===== src/rtl/nibble_serial_adder.sv =====
// nibble_serial_adder: 32-bit add through one reused 4-bit lookahead slice, one nibble per clock.
// Define NIBBLE_SUB_EN to add the op port (op=1 computes a-b).
module nibble_serial_adder #(
  parameter int NIBBLES = 8
) (
  input  logic                   clk,
  input  logic                   reset_n,
  input  logic                   s_valid,
  output logic                   s_ready,
  input  logic [4*NIBBLES-1:0]   a,
  input  logic [4*NIBBLES-1:0]   b,
  input  logic                   ci,
`ifdef NIBBLE_SUB_EN
  input  logic                   op,
`endif
  output logic                   m_valid,
  input  logic                   m_ready,
  output logic [4*NIBBLES-1:0]   s,
  output logic                   co,
  output logic                   ov
);
  localparam int W  = 4 * NIBBLES;
  localparam int CW = NIBBLES > 1 ? $clog2(NIBBLES) : 1;
  typedef enum logic [1:0] {IDLE, CALC, DONE} state_t;
  state_t state, next;
  logic [W-1:0] a_r, b_r, shifted;
  logic [W-5:0] work;
  logic [CW-1:0] cnt;
  logic carry, last;
  logic [3:0] np, ng, nsum;
  logic [4:0] c;
  // Operands shift right each cycle so the active nibble always sits in bits [3:0].
  assign np = a_r[3:0] | b_r[3:0];
  assign ng = a_r[3:0] & b_r[3:0];
  assign c[0] = carry;
  assign c[1] = ng[0] | np[0] & c[0];
  assign c[2] = ng[1] | np[1] & ng[0] | np[1] & np[0] & c[0];
  assign c[3] = ng[2] | np[2] & ng[1] | np[2] & np[1] & ng[0] | np[2] & np[1] & np[0] & c[0];
  assign c[4] = ng[3] | np[3] & ng[2] | np[3] & np[2] & ng[1] | np[3] & np[2] & np[1] & ng[0]
              | np[3] & np[2] & np[1] & np[0] & c[0];
  assign nsum = np ^ ng ^ c[3:0];
  assign shifted = {nsum, work};
  assign last = cnt == CW'(NIBBLES - 1);
  assign s_ready = state == IDLE;
  assign m_valid = state == DONE;
  always_comb begin
    next = state;
    case (state)
      IDLE:    next = s_valid ? CALC : IDLE;
      CALC:    next = last ? DONE : CALC;
      DONE:    next = m_ready ? IDLE : DONE;
      default: next = IDLE;
    endcase
  end
  always_ff @(posedge clk or negedge reset_n) begin
    if (!reset_n) begin
      state <= IDLE;
      a_r   <= '0;
      b_r   <= '0;
      work  <= '0;
      cnt   <= '0;
      carry <= 1'b0;
      s     <= '0;
      co    <= 1'b0;
      ov    <= 1'b0;
    end else begin
      state <= next;
      if (state == IDLE && s_valid) begin
        a_r   <= a;
        cnt   <= '0;
`ifdef NIBBLE_SUB_EN
        b_r   <= op ? ~b : b;
        carry <= op | ci;
`else
        b_r   <= b;
        carry <= ci;
`endif
      end
      if (state == CALC) begin
        a_r   <= a_r >> 4;
        b_r   <= b_r >> 4;
        work  <= shifted[W-1:4];
        carry <= c[4];
        cnt   <= last ? '0 : cnt + CW'(1);
        if (last) begin
          s  <= shifted;
          co <= c[4];
          ov <= c[3] ^ c[4];
        end
      end
    end
  end
endmodule


===== config.mk =====
export PLATFORM = sky130hd
export DESIGN_NAME = nibble_serial_adder
export DESIGN_NICKNAME = d
export VERILOG_FILES = /design/src/rtl/nibble_serial_adder.sv
export SDC_FILE = /design/constraint.sdc
export NUM_CORES = 1
export LEC_CHECK = 0
export ABC_AREA = 1
export CAP_MARGIN = 20
export CORE_MARGIN = 2
export CORE_UTILIZATION = 50
export DETAILED_ROUTE_END_ITERATION = 7
export PLACE_DENSITY = 0.75
export SYNTH_ARGS = -nofsm -noshare
export SYNTH_HDL_FRONTEND = slang
export SYNTH_SLANG_ARGS = --single-unit

===== constraint.sdc =====
create_clock -name clk -period 2.7 [get_ports clk]
set_clock_uncertainty 0.05 [all_clocks]
set_input_delay 0.675 -clock clk [delete_from_list [all_inputs] [get_ports clk]]
set_output_delay 0.675 -clock clk [all_outputs]
set_load 0.01 [all_outputs]

==> summary.txt <==
Run status
  – Status: complete, no violations

Worst hold path
  – Hold Crit Class: in2async

Route
  – Routed vias: 4765
  – Drt pass-1 iters: 4
  – Antenna-violating nets left: 0
  – # DRC: 0
  – Routed wire length per instance: 13.2 um
  – Routed wire length: 12.5 mm
  – Iteration-0 DRC Markers: 319
  – Via density per instance: 5.03

Place
  – Hpwl dp: 8.51 mm
  – Input/output buffers: 104
  – Cells after DPL: 915
  – Gpl congestion: 0.858

Global route
  – Global-route wire length before repair: 21.5 mm
  – Largest net degree at the start of global routing: 62
  – Gr busiest metal: met2
  – Grt ovf: 0
  – Number of global-route vias before repair: 4772
  – Total track usage: 20.8%
  – Met1 usage: 27.0%
  – M2 GR Usage: 34.8%
  – Grt met3 use: 5.20%
  – Initial antenna violation count: 0

STA
  – Setup TNS: 0 ns
  – Final hold violation count: 0
  – Max-slew headroom: 60.4%
  – Fin. max-slew vios: 0
  – Final Cycle Share: 88.3%
  – Setup violations, final: 0
  – FMAX: 0.419 GHz
  – Minimum clock period: 2.39 ns
  – Unrepaired setup endpoints after global routing: no
  – Tightest Pin Transition: 0.593 ns
  – WHS: 0.215 ns

Synth
  – Count leader, synth: nand2_1
  – Seq/Total Area, Yosys: 55.2%
  – Cells after Synth: 698
  – Commonest cells in the synthesized netlist: 204 x nand2_1, 134 x o21ai_1, 132 x dfrtp_1
  – Post-synth EDFFs: 0
  – Synth Register Bits: 132
  – Synth top area share: 55.2%
  – Yosys cell types: 25
  – Area leader, netlist: dfrtp_1
  – Async set-reset flop share out of synthesis: 100%
  – Post-synthesis area per instance: 8.57 sq um
  – Synth Cell Area: 5980 sq um
  – Synth top area cells: dfrtp_1 55%, nand2_1 13%, o21ai_1 11%
  – Post-synth top flop: dfrtp_1
  – Synth warn: 0
  – Net Count, Synth: 778

Floorplan
  – Core ar.: 11600 sq um
  – Die Y: 113 um
  – I/O pin cnt: 105
  – Initial core utilization: 51.7%
  – Site Rows: 39
  – Die Wd: 113 um
  – Die area: 12800 sq um

Clocking
  – CTS clk-pin slew, worst paths: 0.06 ns
  – Num CTS Buffers: 17
  – CTS Buffer Depth: 2
  – Cts repair resizes: 0
  – Sinks on the clock net: 132
  – # hold bufs at CTS: 0
  – CTS tree: built
  – Clk_lat worst skew: 0.41 ns
  – Clock root cell: clkbuf_16
  – Post CTS Setup Buffer Count: 0
  – Number of H-tree levels: 4

Setup path
  – CP Capture Type: output port
  – Maximum fanout along the worst path: 4
  – Worst setup path category: reg2out
  – Critical Path Start Type: flop
  – R2R cell count: 5
  – R2R Path End: carry$_DFFE_PN0P_
  – Worst EP arrival: 1.66 ns
  – Worst R2R Start: state[0]$_DFF_PN0_
  – FF-to-FF setup slack: 0.83 ns
  – Worst EP required: 1.98 ns

Finish
  – Finished Layout Cells: 947
  – # nets final: 871
  – Final Util: 66.2%
  – Ant. Diodes: 0
  – Area growth, synth to finish: 28.0%
  – Layout cell share with drive strength beyond 1: 6.09%

Power and ir drop
  – PD cells: 1210 nW/um^2
  – Max VDD drop: 503 uV
  – P_leak: 3.59 nW

Flow run
  – Max cap viols: 0
cells in the final DEF, fill, tap and decap left out, types with 2 or more instances in the layout:
| cell type | count |
|---|---|
| ha_1 | 10 |
| nor2_1 | 5 |
| clkinvlp_4 | 3 |
| buf_4 | 3 |
| a21oi_1 | 2 |
| dfrtp_1 | 132 |
| clkbuf_16 | 17 |
| o21ai_1 | 134 |
| nand2_4 | 2 |
| clkdlybuf4s50_1 | 103 |
| inv_2 | 2 |
| bufinv_16 | 2 |
| clkinv_2 | 2 |
| inv_6 | 2 |
| o21ai_0 | 40 |
| o31ai_1 | 2 |
| clkinv_4 | 5 |
| inv_1 | 99 |
| nand2_1 | 204 |
| buf_12 | 7 |
| nand3_1 | 19 |
cell families after synthesis:
logic type / Yosys count / share of synthesized area [%]
AND/OR/NAND/NOR: 234 / 15.7
AO/OA/AOI/OAI: 179 / 15.1
buffers and inverters: 140 / 11.3
flip-flops: 132 / 55.2
adder cells (fa/ha/maj): 11 / 2.43
XOR/XNOR: 2 / 0.293
layer usage:
metal | routed length [um] | part of all wire [%] | vias to the layer above
met4 | 167 | 1.3 | 0
met3 | 515 | 4.1 | 16
met1 | 5660 | 45 | 2245
met5 | 0 | 0 | -
met2 | 6130 | 49 | 107
li1 | - | - | 2397
stage by stage:
step | total power, mW | setup slack [ns] | instance area [sq um]
floorplan | 5.97 | 1.10 | 5980
global placement | 6.84 | 0.621 | 7060
detailed placement | 7.01 | 0.566 | 7060
CTS | 9.36 | 0.302 | 7650
global route | 10.1 | 0.249 | 7650
finish | 9.28 | 0.315 | 7650
state kept, by name (all words and copies together) (netlist names):
register,cells
a_r,32
b_r,32
carry,1
co,1
cnt,3
s,32
state,2
ov,1
work,28
final cells by class:
class                   count  area [sq um]
well taps                 143           179
multi-input cells         426          2010
inverters                 101           379
repair buffers            113          1190
clock buffers              18           439
flip-flops and latches    132          3300
clock inverters            14           154
fillers                   934          3910
how the worst max path moves through the flow:
stage | from | cells after the start | endpoint
after floorplan | state[0]$_DFF_PN0_ | 2 | s_ready
after global placement | s_valid | 6 | b_r[13]$_DFFE_PN0P_
after detailed placement | s_valid | 6 | b_r[6]$_DFFE_PN0P_
after CTS | state[0]$_DFF_PN0_ | 2 | s_ready
after global routing | state[0]$_DFF_PN0_ | 2 | s_ready
final | state[0]$_DFF_PN0_ | 2 | s_ready
critical path, stage by stage, from the launching register on:
cell and delay (ns):
dfrtp_1 0.45, nor2_2 0.22, clkdlybuf4s50_1 0.58
report_power, final:
group	internal [mW]	switching, mW	total (mW)
combinational	1.52	2.27	3.79
sequential	2.84	0.382	3.22
clock	1.39	0.884	2.28
(Power assumes the default switching activity.)
